**config.mk**
```make
export PLATFORM = sky130hd
export DESIGN_NAME = apb_uart_ctrl
export DESIGN_NICKNAME = d
export VERILOG_FILES = /design/src/rtl/apb_uart_pkg.sv /design/src/rtl/uart_sync_fifo.sv /design/src/rtl/apb_uart_ctrl.sv
export SDC_FILE = /design/constraint.sdc
export NUM_CORES = 1
export LEC_CHECK = 0
export ABC_AREA = 1
export ABC_CLOCK_PERIOD_IN_PS = 3200
export CAP_MARGIN = 20
export CELL_PAD_IN_SITES_DETAIL_PLACEMENT = 0
export CELL_PAD_IN_SITES_GLOBAL_PLACEMENT = 2
export CORE_ASPECT_RATIO = 0.75
export CORE_MARGIN = 2
export CORE_UTILIZATION = 30
export CTS_BUF_LIST = sky130_fd_sc_hd__clkbuf_2
export DETAILED_ROUTE_END_ITERATION = 10
export GPL_ROUTABILITY_DRIVEN = 1
export HOLD_SLACK_MARGIN = 0.06
export PLACE_DENSITY = 0.87
export SLEW_MARGIN = 5
export SYNTH_ARGS = -nofsm -noshare
export SYNTH_HDL_FRONTEND = slang
export SYNTH_HIERARCHICAL = 1
export SYNTH_SLANG_ARGS = --single-unit
```
**constraint.sdc**
```tcl
create_clock -name clk -period 3.2 [get_ports clk]
set_clock_uncertainty 0.05 [all_clocks]
set_input_delay 0.32 -clock clk [delete_from_list [all_inputs] [get_ports clk]]
set_output_delay 0.32 -clock clk [all_outputs]
set_load 0.1 [all_outputs]
```
**src/rtl/apb_uart_pkg.sv**
```systemverilog
`default_nettype none
// ============================================================================
// Module      : apb_uart_pkg
// Description : Shared definitions for the APB UART controller: register
//               offsets, STATUS/CTRL bit positions, baud floor, APB FSM
//               states and the decoded-operation encoding.
// Revision    : 1.0 - initial release
// ============================================================================
package apb_uart_pkg;

    // Register offsets, word index taken from paddr[4:2]
    localparam logic [2:0] REG_TXDATA = 3'd0;
    localparam logic [2:0] REG_RXDATA = 3'd1;
    localparam logic [2:0] REG_STATUS = 3'd2;
    localparam logic [2:0] REG_CTRL   = 3'd3;
    localparam logic [2:0] REG_BAUD   = 3'd4;

    // STATUS bit positions
    localparam int ST_TX_FULL  = 0;
    localparam int ST_TX_EMPTY = 1;
    localparam int ST_RX_FULL  = 2;
    localparam int ST_RX_EMPTY = 3;
    localparam int ST_OVERRUN  = 4;

    // CTRL bit positions
    localparam int CTRL_EN   = 0;
    localparam int CTRL_TXIE = 1;
    localparam int CTRL_RXIE = 2;

    // Smallest divisor the UART core can work with
    localparam logic [15:0] BAUD_MIN = 16'd16;

    // APB slave FSM; the SETUP phase is decoded while in IDLE
    typedef enum logic [0:0] {
        APB_IDLE   = 1'b0,
        APB_ACCESS = 1'b1
    } apb_state_e;

    // Side effect decided at SETUP, committed at the end of ACCESS
    typedef enum logic [2:0] {
        OP_NONE    = 3'd0,
        OP_TX_PUSH = 3'd1,
        OP_RX_POP  = 3'd2,
        OP_W1C     = 3'd3,
        OP_CTRL    = 3'd4,
        OP_BAUD    = 3'd5
    } apb_op_e;

    // Raise too-small divisors to the floor
    function automatic logic [15:0] clamp_baud(input logic [15:0] div);
        return (div < BAUD_MIN) ? BAUD_MIN : div;
    endfunction

endpackage
`default_nettype wire

```
**src/rtl/uart_sync_fifo.sv**
```systemverilog
`default_nettype none
// ============================================================================
// Module      : uart_sync_fifo
// Description : Single-clock 8-bit FIFO with occupancy count. Pushes to a
//               full FIFO and pops from an empty one are ignored; full/empty
//               are judged on the state at the start of the cycle.
// Revision    : 1.0 - initial release
// ============================================================================
module uart_sync_fifo #(
    parameter int DEPTH = 4,
    parameter int CW    = $clog2(DEPTH) + 1
) (
    input  logic          clk,
    input  logic          rst,
    input  logic          push,
    input  logic [7:0]    push_data,
    input  logic          pop,
    output logic [7:0]    pop_data,
    output logic [CW-1:0] count,
    output logic          full,
    output logic          empty
);

    localparam int AW = $clog2(DEPTH);

    logic [7:0]    r_mem [DEPTH];
    logic [AW-1:0] r_wr_ptr;
    logic [AW-1:0] r_rd_ptr;
    logic [CW-1:0] r_count;
    logic          w_do_push;
    logic          w_do_pop;

    assign full      = (r_count == CW'(DEPTH));
    assign empty     = (r_count == '0);
    assign count     = r_count;
    assign pop_data  = r_mem[r_rd_ptr];
    assign w_do_push = push & ~full;
    assign w_do_pop  = pop & ~empty;

    // Storage, pointers and occupancy; power-of-2 depth lets pointers wrap freely
    always_ff @(posedge clk) begin
        if (rst) begin
            r_wr_ptr <= '0;
            r_rd_ptr <= '0;
            r_count  <= '0;
            for (int i = 0; i < DEPTH; i++) begin
                r_mem[i] <= '0;
            end
        end else begin
            if (w_do_push) begin
                r_mem[r_wr_ptr] <= push_data;
                r_wr_ptr        <= r_wr_ptr + AW'(1);
            end
            if (w_do_pop) begin
                r_rd_ptr <= r_rd_ptr + AW'(1);
            end
            case ({w_do_push, w_do_pop})
                2'b10:   r_count <= r_count + CW'(1);
                2'b01:   r_count <= r_count - CW'(1);
                default: r_count <= r_count;
            endcase
        end
    end

endmodule
`default_nettype wire

```
**src/rtl/apb_uart_ctrl.sv**
```systemverilog
`default_nettype none
// ============================================================================
// Module      : apb_uart_ctrl
// Description : APB slave that configures a UART core and buffers its TX/RX
//               bytes in two FIFOs. Zero-wait-state transfers: decode at
//               SETUP, response in ACCESS, side effects at the end of ACCESS.
// Revision    : 1.0 - initial release
// ============================================================================
module apb_uart_ctrl
    import apb_uart_pkg::*;
#(
    parameter int          FIFO_DEPTH = 4,
    parameter logic [15:0] BAUD_RESET = 16'd434
) (
    input  logic        clk,
    input  logic        rst,
    input  logic [31:0] paddr,
    input  logic [31:0] pwdata,
    input  logic        pwrite,
    input  logic        psel,
    input  logic        penable,
    output logic [31:0] prdata,
    output logic        pready,
    output logic        pslverr,
    output logic [7:0]  tx_data,
    output logic        tx_valid,
    input  logic        tx_ready,
    input  logic [7:0]  rx_data,
    input  logic        rx_valid,
    output logic [15:0] baud_div,
    output logic        uart_en,
    output logic        irq
);

    localparam int CW = $clog2(FIFO_DEPTH) + 1;

    apb_state_e    r_state, w_state_next;
    apb_op_e       r_op, w_op_next;
    logic [15:0]   r_wdata;
    logic [31:0]   r_prdata, w_prdata_next;
    logic          r_pready, w_pready_next;
    logic          r_pslverr, w_pslverr_next;
    logic          w_err;

    logic          r_en, r_txie, r_rxie, r_overrun, r_irq;
    logic [15:0]   r_baud;

    logic [7:0]    w_tx_head, w_rx_head;
    logic [CW-1:0] w_tx_count, w_rx_count;
    logic          w_tx_full, w_tx_empty, w_rx_full, w_rx_empty;
    logic          w_commit, w_tx_push, w_tx_pop, w_rx_push, w_rx_pop, w_rx_overflow;
    logic [31:0]   w_status;
    logic          w_unused;

    // Byte-lane offset bits and upper write data carry no meaning here
    assign w_unused = &{1'b0, paddr[1:0], pwdata[31:16]};

    assign w_commit      = (r_state == APB_ACCESS);
    assign w_tx_push     = w_commit & (r_op == OP_TX_PUSH);
    assign w_rx_pop      = w_commit & (r_op == OP_RX_POP);
    assign w_tx_pop      = tx_valid & tx_ready;
    assign w_rx_push     = rx_valid & r_en;
    assign w_rx_overflow = w_rx_push & w_rx_full;

    uart_sync_fifo #(.DEPTH(FIFO_DEPTH), .CW(CW)) u_tx_fifo (
        .clk       (clk),
        .rst       (rst),
        .push      (w_tx_push),
        .push_data (r_wdata[7:0]),
        .pop       (w_tx_pop),
        .pop_data  (w_tx_head),
        .count     (w_tx_count),
        .full      (w_tx_full),
        .empty     (w_tx_empty)
    );

    uart_sync_fifo #(.DEPTH(FIFO_DEPTH), .CW(CW)) u_rx_fifo (
        .clk       (clk),
        .rst       (rst),
        .push      (w_rx_push),
        .push_data (rx_data),
        .pop       (w_rx_pop),
        .pop_data  (w_rx_head),
        .count     (w_rx_count),
        .full      (w_rx_full),
        .empty     (w_rx_empty)
    );

    // STATUS image as seen by a read issued this cycle
    always_comb begin
        w_status              = '0;
        w_status[ST_TX_FULL]  = w_tx_full;
        w_status[ST_TX_EMPTY] = w_tx_empty;
        w_status[ST_RX_FULL]  = w_rx_full;
        w_status[ST_RX_EMPTY] = w_rx_empty;
        w_status[ST_OVERRUN]  = r_overrun;
        w_status[10:8]        = 3'(w_tx_count);
        w_status[14:12]       = 3'(w_rx_count);
    end

    // APB state register plus registered response and pending operation
    always_ff @(posedge clk) begin
        if (rst) begin
            r_state   <= APB_IDLE;
            r_op      <= OP_NONE;
            r_wdata   <= '0;
            r_prdata  <= '0;
            r_pready  <= 1'b0;
            r_pslverr <= 1'b0;
        end else begin
            r_state   <= w_state_next;
            r_op      <= w_op_next;
            r_wdata   <= pwdata[15:0];
            r_prdata  <= w_prdata_next;
            r_pready  <= w_pready_next;
            r_pslverr <= w_pslverr_next;
        end
    end

    // Next state and SETUP-phase decode of the response and side effect
    always_comb begin
        w_state_next   = r_state;
        w_op_next      = OP_NONE;
        w_prdata_next  = '0;
        w_pready_next  = 1'b0;
        w_pslverr_next = 1'b0;
        w_err          = 1'b0;
        case (r_state)
            APB_IDLE: begin
                if (psel && !penable) begin
                    w_state_next  = APB_ACCESS;
                    w_pready_next = 1'b1;
                    if (paddr[31:5] != '0) begin
                        w_err = 1'b1;
                    end else begin
                        case (paddr[4:2])
                            REG_TXDATA: begin
                                if (!pwrite || w_tx_full) w_err = 1'b1;
                                else                      w_op_next = OP_TX_PUSH;
                            end
                            REG_RXDATA: begin
                                if (pwrite || w_rx_empty) begin
                                    w_err = 1'b1;
                                end else begin
                                    w_op_next     = OP_RX_POP;
                                    w_prdata_next = {24'b0, w_rx_head};
                                end
                            end
                            REG_STATUS: begin
                                if (pwrite) w_op_next     = OP_W1C;
                                else        w_prdata_next = w_status;
                            end
                            REG_CTRL: begin
                                if (pwrite) w_op_next     = OP_CTRL;
                                else        w_prdata_next = {29'b0, r_rxie, r_txie, r_en};
                            end
                            REG_BAUD: begin
                                if (pwrite) w_op_next     = OP_BAUD;
                                else        w_prdata_next = {16'b0, r_baud};
                            end
                            default: w_err = 1'b1;
                        endcase
                    end
                    if (w_err) begin
                        w_pslverr_next = 1'b1;
                        w_prdata_next  = '0;
                        w_op_next      = OP_NONE;
                    end
                end
            end
            APB_ACCESS: w_state_next = APB_IDLE;
            default:    w_state_next = APB_IDLE;
        endcase
    end

    // Configuration registers and sticky overrun; a new overrun beats W1C
    always_ff @(posedge clk) begin
        if (rst) begin
            r_en      <= 1'b0;
            r_txie    <= 1'b0;
            r_rxie    <= 1'b0;
            r_baud    <= BAUD_RESET;
            r_overrun <= 1'b0;
        end else begin
            if (w_commit && r_op == OP_CTRL) begin
                r_en   <= r_wdata[CTRL_EN];
                r_txie <= r_wdata[CTRL_TXIE];
                r_rxie <= r_wdata[CTRL_RXIE];
            end
            if (w_commit && r_op == OP_BAUD) begin
                r_baud <= clamp_baud(r_wdata);
            end
            if (w_rx_overflow) begin
                r_overrun <= 1'b1;
            end else if (w_commit && r_op == OP_W1C && r_wdata[ST_OVERRUN]) begin
                r_overrun <= 1'b0;
            end
        end
    end

    // Level interrupt, registered from the current FIFO and flag state
    always_ff @(posedge clk) begin
        if (rst) r_irq <= 1'b0;
        else     r_irq <= (r_txie & w_tx_empty) | (r_rxie & ~w_rx_empty) | r_overrun;
    end

    assign prdata   = r_prdata;
    assign pready   = r_pready;
    assign pslverr  = r_pslverr;
    assign tx_data  = w_tx_head;
    assign tx_valid = r_en & ~w_tx_empty;
    assign baud_div = r_baud;
    assign uart_en  = r_en;
    assign irq      = r_irq;

endmodule
`default_nettype wire

```
* After elaboration in Yosys (flattened, before gate mapping)
Memories as Yosys holds them, arrays and structs flattened. A register that Yosys moved wholly into a read port is not among the register bits.
Index checks and enable logic that the tools add are counted.
** Operators by class
- Add/sub/neg operators :: 8
- Magnitude comparators :: 1
- Equal/unequal tests :: 15
- Muxes and demuxes :: 43
- Bitwise operators :: 20
- Reductions and logical operators :: 22
** Operator list (count)
- $pmux 16 s4 :: 1
- $mux 16 :: 2
- $reduce_bool 27->1 :: 1
- $mux 8 :: 3
- $mux 1 :: 20
- $lt 16x5->1 const B :: 1
- $mux 2 :: 8
- $reduce_or 8->1 :: 2
- $eq 3x3->1 const B :: 5
- $mux 15 :: 1
- $pmux 3 s5 :: 1
- $and 1x1->1 :: 12
- $eq 3x2->1 const B :: 4
- $pmux 3 s2 :: 2
- $logic_not 3->1 :: 3
- $mux 3 :: 3
- $add 2x1->2 const B :: 4
- $add 3x1->3 const B :: 2
- $eq 3x1->1 const B :: 2
- $not 1->1 :: 6
- $reduce_bool 2->1 :: 3
- $reduce_or 3->1 :: 2
- $sub 3x1->3 const B :: 2
- $logic_and 1x1->1 :: 5
- 9 further kinds :: 14
** Storage, ports and cells
- Flip-flop bits (word level) :: 89
- Bits in writable memories :: 64
- Input port bits :: 79
- Logic and storage cells :: 129
- Memories kept :: 2
** Memories
- u_rx_fifo.r_mem :: words 4, width 8, read ports 1, clocked after memory_dff 1, write ports 4, RTL line uart_sync_fifo.sv:26 : logic [7:0] r_mem [DEPTH];
- u_tx_fifo.r_mem :: words 4, width 8, read ports 1, clocked after memory_dff 1, write ports 4, RTL line uart_sync_fifo.sv:26

* Logic depth before layout (Yosys ltp)
Gate-level depths: netlist of the first run.
- Depth in word-level cells :: 8
- Gate-level depth with buffers :: 16

* Hierarchy
The synthesis of the first run kept the hierarchy.
** By module, submodules not included
- uart_sync_fifo :: times used 2, cells each 193, area an instance 1841.8 um^2, sequential area each 1141.1 um^2
- apb_uart_ctrl :: times used 1, cells each 330, area an instance 2469.9 um^2, sequential area each 1161.1 um^2

* Worst setup path after synthesis of the first run
OpenSTA, ideal clock, no wires.
- Path kind :: reg-to-reg
- Start point :: register r_state
- End point :: memory u_tx_fifo.r_mem[0][0] (enable)
- Library setup time :: 0.384 ns
- Arrival time :: 2.610 ns
- Data required time :: 2.766 ns
- Path slack :: 0.156 ns
- Stages on the path, launching flop included :: 5
- Buffers on the path :: 0
- Path through :: dfxtp_1 > inv_2 > nor4_1 > nand4_2 > o21ai_0
** RTL lines
- start, declared :: RTL line apb_uart_ctrl.sv:37 : apb_state_e r_state, w_state_next;
- start signal, assigned :: RTL line apb_uart_ctrl.sv:111 : r_state <= w_state_next;
- end, declared :: RTL line uart_sync_fifo.sv:26

==> flow_summary.ini, run 1 <==
[routing]
dr.first_iter.drc_count = 342
drt-pass1-iter-count = 5
ant_nets = 0
drcViolationCount = 0
viasPerCell = 4.389
wirelength_mm = 15.84
avgRoutedWirePerCell_um = 14.06
vias = 4946

[synthesis]
yosysWarnings = 6
ys_types = 34
synth_xor_area_frac = 0
netlist_area_mm2 = 0.006153
synth.area.mux_share = 0
yosysTopAreaCellShare = 0.3123
avgSynthCellArea_um2 = 8.594
ys.flop_type = dfxtp_1
async_reset_ff_frac = 0
synthSimpleGateAreaFrac = 0.2070
synth.most_common_cell = nor2_1
syn-instance-count = 716
synth_compound_area_frac = 0.1149
yosys.area_share.adder = 0.01057
synth.area.top_cells = edfxtp_1 (31%), dfxtp_1 (25%), nor2_1 (8.8%)
synth_edf_count = 64
synth.cells.most_frequent = nor2_1 (145), inv_1 (115), dfxtp_1 (76)
synth.ff_latch_count = 140
synth-seq-area-share = 0.5596
synth_top_family_by_area = simple AND/OR/NAND/NOR gates
synth_top_area_cell = edfxtp_1

[clocking]
clkTransAtPathRegs_ns = 0.23
cts_setup_buffers = 0
cts_tree = built
cts.sinks = 140
cts_buffers = 17
clockRootBuffer = clkbuf_2
clock_path_buffers = 2
insertion_delay_ns = 0.71
htree_levels = 4

[timing]
drv_slew = 0
clock.fmax_mhz = 362.6
tightest_slew_ns = 0.9987
setup_tns_ns = 0
finalSetupViolations = 0
hold_violations = 0
min_period_ns = 2.758
hold_ws_ns = 0.2051
finalCritPeriodShare = 0.8618
maxSlewHeadroom = 0.3321
rsz0062_at_grt = no

[floorplan]
die_area_mm2 = 0.02169
row_count = 45
start_util = 0.3053
io_pins = 140
die_x_um = 169.4
core_area_mm2 = 0.02016
die_h_um = 128.0

[worst_setup_path]
crit_type = flip-flop to primary output
crit_path_top_delay_cell = dfxtp_1
critPathLaunchType = flip-flop
required_ns = 2.83
cp-end-kind = primary output
crit_arrival_ns = 2.39
worstPathMaxFanout = 17
cp_cell_sequence = inv_1 > o21ai_0 > o22ai_1 > buf_4
slowest_delay_ns = 0.73

[global_route]
antenna_found_initial = 1
grt-ovfl-total = 0
grt_max_degree = 25
grt_first_pass_wirelength_mm = 24.77
grt_pass1_vias = 4648
grt_usage = 0.1502

[finish]
final_util = 0.3885
syn_to_final_growth_pct = 27.25
layout.nets = 938
fillers = 2065
drive_gt1_frac = 0.1083

[power]
power_uw = 3246
p_per_area_mw_per_mm2 = 414.5
total_leakage_power_uw = 0.003146
vdd_drop_max_uv = 213.3

[job]
max_cap_viol_count = 0

[hold_path]
hp-class = primary input to flip-flop

[placed_design]
dp_hpwl_mm = 11.93
port-buffer-count = 105
gp_congestion = 0.7953

[status]
status = finished clean
final cells by class:
type | count | area (um^2) | area share
sequential | 140 | 3443 | 0.4398
multi-input combinational | 436 | 2106 | 0.2689
timing repair buffer | 136 | 1269 | 0.1620
inverter | 124 | 465.4 | 0.05944
tap | 258 | 322.8 | 0.04123
clock inverter | 12 | 121.4 | 0.01550
clock buffer | 20 | 100.1 | 0.01278
antenna | 1 | 2.502 | 0.0003196
worst max-delay path, delay by kind of cell, from the launching register on:
kind | cells | cell delay, ns
AOI/OAI and AO/OA | 2 | 0.37
buffers and inverters | 2 | 0.62
DFF | 1 | 0.73
flip-flops by register name, summed over array words and instances, names as in the netlist, named ones only:
name	cells
u_rx_fifo/r_rd_ptr	2
u_rx_fifo/r_mem	32
u_rx_fifo/count	3
u_tx_fifo/r_wr_ptr	2
r_state	1
pslverr	1
r_rxie	1
prdata	16
u_tx_fifo/r_mem	32
u_tx_fifo/count	3
u_rx_fifo/r_wr_ptr	2
baud_div	16
u_tx_fifo/r_rd_ptr	2
irq	1
uart_en	1
r_overrun	1
r_op	3
r_txie	1
r_wdata	16
report_power, final:
| group | internal [uW] | switching [uW] |
|---|---|---|
| combinational | 116 | 215 |
| clock | 364 | 627 |
| sequential | 1910 | 12.8 |
routing by layer:
| metal | up-vias | share of wire | track usage |
|---|---|---|---|
| li1 | 2568 | - | - |
| met1 | 2236 | 0.51 | 0.2169 |
| met2 | 133 | 0.41 | 0.2197 |
| met3 | 9 | 0.063 | 0.04477 |
| met4 | 0 | 0.010 | 0.03720 |
| met5 | - | 0 | 0 |
cell families (layout without fill, tap and decap cells):
logic type	after synthesis	in the layout
AND/OR/NAND/NOR	288	288
buffers and inverters	155	292
flip-flops	140	140
AO/OA/AOI/OAI	128	128
adder cells (fa/ha/maj)	4	4
other	1	17
layout by cell type, fill, tap and decap left out, drive strengths merged, types with 16 or more instances in the layout:
master / instances
a21oi: 32
buf: 37
clkbuf: 20
clkdlybuf4s50: 83
conb: 16
dfxtp: 76
dlygate4sd3: 16
edfxtp: 64
inv: 127
nand2: 80
nand3: 26
nor2: 152
nor3: 19
o21ai: 64
o22ai: 17
stage by stage:
step	setup WS [ns]	cells	cell area, um^2
floorplan	0.1564	731	6210
global placement	0.8023	1078	7446
detailed placement	0.8126	1078	7446
CTS	0.3516	1125	7818
global route	0.04983	1127	7830
finish	0.4423	1127	7830
final timing paths:
path	cells after the start	endpoint	startpoint	slack [ns]
max	4	tx_data[4]	flip-flop	0.44
min reg2reg	2	baud_div[6]	r_wdata[6]	0.42
max reg2reg	13	u_rx_fifo/count[2]	r_op[1]	0.73
min	3	u_rx_fifo/r_mem[0][4]	rx_data[4]	0.21
what timing repair did:
| item | 4_1_cts | 5_1_grt |
|---|---|---|
| hold endpoints to repair | 15 | 1 |
| gates resized for setup | 0 | 0 |
| hold buffers | 15 | 1 |
Note: power is estimated with default switching activity, not from simulation.
==> run 2: changes to the inputs <==
Settings changed: ABC_CLOCK_PERIOD_IN_PS 3200 to 3000, RECOVER_POWER set to 100.
Clock period 3.2 ns to 3 ns, I/O delays scaled along.
==> flow_summary.ini, run 2 (same netlist as run 1, synthesis figures left out) <==
[status]
status = finished clean

[clocking]
cts_setup_buffers = 0
cts_buffers = 17
clock_path_buffers = 2
cts_tree = built
insertion_delay_ns = 0.69
cts.sinks = 140
htree_levels = 4
clockRootBuffer = clkbuf_2
cts_hold_buf = 16
clkTransAtPathRegs_ns = 0.19
cts-resized-gates = 0

[power]
vdd_drop_max_uv = 225.7
p_per_area_mw_per_mm2 = 465.2
total_leakage_power_uw = 0.002952

[finish]
fin_area_mm2 = 0.007512
syn_to_final_growth_pct = 22.08
drive_gt1_frac = 0.06452
final_common_cell = nor2_1
reg.largest.list = u_rx_fifo/r_mem (32), u_tx_fifo/r_mem (32)
fillers = 2158
layout.nets = 938
mostFrequentLayoutCells = nor2_1 (149), inv_1 (117), nand2_1 (78)

[placed_design]
gp_congestion = 0.7521
dp_hpwl_mm = 11.94
port-buffer-count = 105
place_area_mm2 = 0.007390

[worst_setup_path]
crit_type = flip-flop to primary output
crit_path_top_delay_cell = buf_2
crit_arrival_ns = 2.26
cp-end-kind = primary output
critPathBufInv = 3
worstPathMaxFanout = 17
critPathLaunchType = flip-flop
cp_cell_sequence = buf_4 > inv_1 > o21ai_0 > o22ai_1 > buf_2
crit_family = buffers and inverters
slowest_delay_ns = 0.45
required_ns = 2.65

[hold_path]
hp-class = primary input to flip-flop

[routing]
drcViolationCount = 0
avgRoutedWirePerCell_um = 14.39
dr.first_iter.drc_count = 421
wirelength_mm = 16.22
drt-pass1-iter-count = 7
viasPerCell = 4.463
vias = 5030
ant_nets = 0

[floorplan]
row_count = 45
core_area_mm2 = 0.02016
io_pins = 140
start_util = 0.3053
die_area_mm2 = 0.02169
die_x_um = 169.4
die_h_um = 128.0

[global_route]
grt_max_degree = 25
grt_first_pass_wirelength_mm = 25.17
grt-ovfl-total = 0
grt_pass1_vias = 4681
grt_usage = 0.1531
antenna_found_initial = 1

[timing]
min_period_ns = 2.615
finalCritPeriodShare = 0.8715
hold_violations = 0
finalSetupViolations = 0
setup_tns_ns = 0
rsz0062_at_grt = no
tightest_slew_ns = 1.241
drv_slew = 0
maxSlewHeadroom = 0.1760
clock.fmax_mhz = 382.5

[job]
max_cap_viol_count = 0
run 2: cell types whose count changed in the layout (fill, tap and decap cells not counted), sizes merged:
cell	before	now
dlygate4sd3	16	17
clkdlybuf4s50	83	59
clkinvlp	1	4
inv	127	126
clkbuf	20	66
buf	37	12
run 2: routing by layer:
layer,wire [um],track usage,up-vias,share of wire
li1,-,-,2568,-
met1,8233,0.2242,2279,0.51
met2,6703,0.2211,173,0.41
met3,1140,0.04415,10,0.070
met4,145,0.03771,0,0.0089
met5,0,0,-,0
run 2: power breakdown:
part | leakage [uW] | internal, uW | total [uW] | switching [uW]
registers | 0.00125 | 2040 | 2050 | 13.7
logic | 0.00156 | 114 | 340 | 226
clock network | 0.000135 | 385 | 1100 | 716
run 2: area by class of cell:
cell class,instances,area [um^2],area share
antenna,1,2.502,0.0003331
sequential,140,3445,0.4585
tap,258,322.8,0.04297
timing repair buffer,136,1030,0.1371
inverter,124,465.4,0.06196
clock buffer,18,90.09,0.01199
multi-input combinational,436,2016,0.2683
clock inverter,14,141.4,0.01882
run 2: final timing paths:
kind / to / slack [ns] / depth (start not counted) / from
max: tx_data[6] / 0.39 / 5 / flip-flop
min: u_rx_fifo/r_mem[0][3] / 0.22 / 3 / rx_data[3]
max reg2reg: u_rx_fifo/r_mem[2][2] / 0.49 / 5 / u_rx_fifo/r_wr_ptr[1]
min reg2reg: baud_div[9] / 0.39 / 2 / r_wdata[9]
run 2: metrics by stage:
step,cells,hold WS [ns],worst slack (ns),power [uW],utilization
floorplan,731,0.3280,0.2561,2311,-
global placement,1078,0.4037,0.6084,2429,0.3666
detailed placement,1078,0.3989,0.5771,2430,0.3666
CTS,1126,0.1352,0.3830,3548,0.3860
global route,1127,0.1209,0.1245,3652,0.3727
finish,1127,0.2155,0.3854,3495,0.3727
run 2: worst register-to-register path: cells and delay by family, from the launching register on:
kind	cells	cell delay [ns]
AOI/OAI and AO/OA	1	0.49
DFF	1	0.71
buffers and inverters	3	0.76
and+or+nand+nor	1	0.16
==> run 3: changes to the inputs <==
Settings changed: ABC_CLOCK_PERIOD_IN_PS 3000 to not set.
Clock period 3 ns to 2.9 ns, I/O delays scaled along.
==> flow_summary.ini, run 3 (same netlist as run 1, synthesis figures left out) <==
[finish]
reg.largest.list = u_rx_fifo/r_mem (32), u_tx_fifo/r_mem (32)
stdcell_count = 1130
syn_to_final_growth_pct = 22.85
final_common_cell = nor2_1
mostFrequentLayoutCells = nor2_1 (148), inv_1 (116), nand2_1 (76)
layout.nets = 941
ff_latch_area_mm2 = 0.003445
multiInputGateArea_mm2 = 0.002022
drive_gt1_frac = 0.07233
fillers = 2135

[clocking]
clock_path_buffers = 2
clkTransAtPathRegs_ns = 0.23
cts_tree = built
cts-resized-gates = 0
htree_levels = 4
clockRootBuffer = clkbuf_2
cts_buffers = 17
cts_setup_buffers = 0
cts.sinks = 140
insertion_delay_ns = 0.73
cts_hold_buf = 17

[routing]
ant_nets = 0
avgRoutedWirePerCell_um = 14.39
drcViolationCount = 0
viasPerCell = 4.487
dr.first_iter.drc_count = 360
wirelength_mm = 16.26
vias = 5070
drt-pass1-iter-count = 5

[timing]
hold_ws_ns = 0.1354
min_period_ns = 2.625
maxSlewHeadroom = 0.1866
tightest_slew_ns = 1.225
layout_setup_ws_ns = 0.2745
finalSetupViolations = 0
drv_slew = 0
rsz0062_at_grt = no
finalCritPeriodShare = 0.9053
setup_tns_ns = 0
hold_violations = 0
clock.fmax_mhz = 380.9

[power]
total_leakage_power_uw = 0.002963
vdd_drop_max_uv = 187.7
swShare = 0.2947
pwr-share-clk = 0.320
power.switching_uw = 1073
seqPwrFrac = 0.584
power_frac_comb = 0.096
p_per_area_mw_per_mm2 = 481.5
power_uw = 3640
p_int_uw = 2567

[job]
max_cap_viol_count = 0

[floorplan]
io_pins = 140
die_h_um = 128.0
die_x_um = 169.4
row_count = 45
start_util = 0.3053
core_area_mm2 = 0.02016
die_area_mm2 = 0.02169

[placed_design]
port-buffer-count = 105
dp_hpwl_mm = 12.10
gp_congestion = 0.8030
place_ws_ns = 0.5679
place_inst = 1079

[worst_setup_path]
reg2reg_slack_ns = 0.46
crit_type = flip-flop to primary output
cp-end-kind = primary output
r2r-start = r_op[0]
critPathLaunchType = flip-flop
crit_arrival_ns = 2.29
required_ns = 2.56
worstPathMaxFanout = 17

[global_route]
grt-ovfl-total = 0
grtUsageMet1 = 0.2216
grt_max_degree = 25
grt_pass1_vias = 4776
grt_first_pass_wirelength_mm = 25.41
gr-max-usage-layer = met2
grt_usage = 0.1549
antenna_found_initial = 1
use_met3 = 0.03859
grtUsageMet2 = 0.2307

[status]
status = finished clean

[hold_path]
hold_start = penable
hp-class = primary input to flip-flop
## run 3: power groups by stage
stage          clock network, uW  logic (uW)  registers, uW
2_1_floorplan                  0         220           2170
3_3_place_gp                   0         347           2170
3_5_place_dp                   0         347           2170
4_1_cts                     1200         366           2130
5_1_grt                     1290         374           2130
6_report                    1160         350           2130
## run 3: metal layers
| metal | up-vias | share of wire |
|---|---|---|
| met4 | 0 | 0.0096 |
| met3 | 11 | 0.061 |
| met5 | - | 0 |
| li1 | 2580 | - |
| met1 | 2335 | 0.51 |
| met2 | 144 | 0.42 |
## run 3: worst paths after layout
path,end,cells after the start
setup / recovery,tx_data[3],5
hold / removal,r_state,2
setup reg to reg,u_tx_fifo/r_mem[0][4],6
hold reg to reg,baud_div[14],2
## run 3: final cells by class
class | count | share of cell area
flip-flops and latches | 140 | 0.4556
multi-input cells | 436 | 0.2675
repair buffers | 139 | 0.1402
inverters | 124 | 0.06157
well taps | 258 | 0.04270
clock inverters | 15 | 0.02085
clock buffers | 17 | 0.01125
diodes | 1 | 0.0003310
## run 3: metrics by stage
| step | utilization | area, um^2 |
|---|---|---|
| detailed placement | 0.3670 | 7397 |
| floorplan | - | 6211 |
| CTS | 0.3875 | 7810 |
| global placement | 0.3670 | 7397 |
| finish | 0.3750 | 7560 |
| global route | 0.3750 | 7560 |
## run 3: critical path, cell delays in order, from the launching register on
cell      delay [ns]
dfxtp_1         0.34
buf_4           0.19
inv_1           0.37
o21ai_0         0.15
o22ai_1         0.17
clkbuf_4        0.37
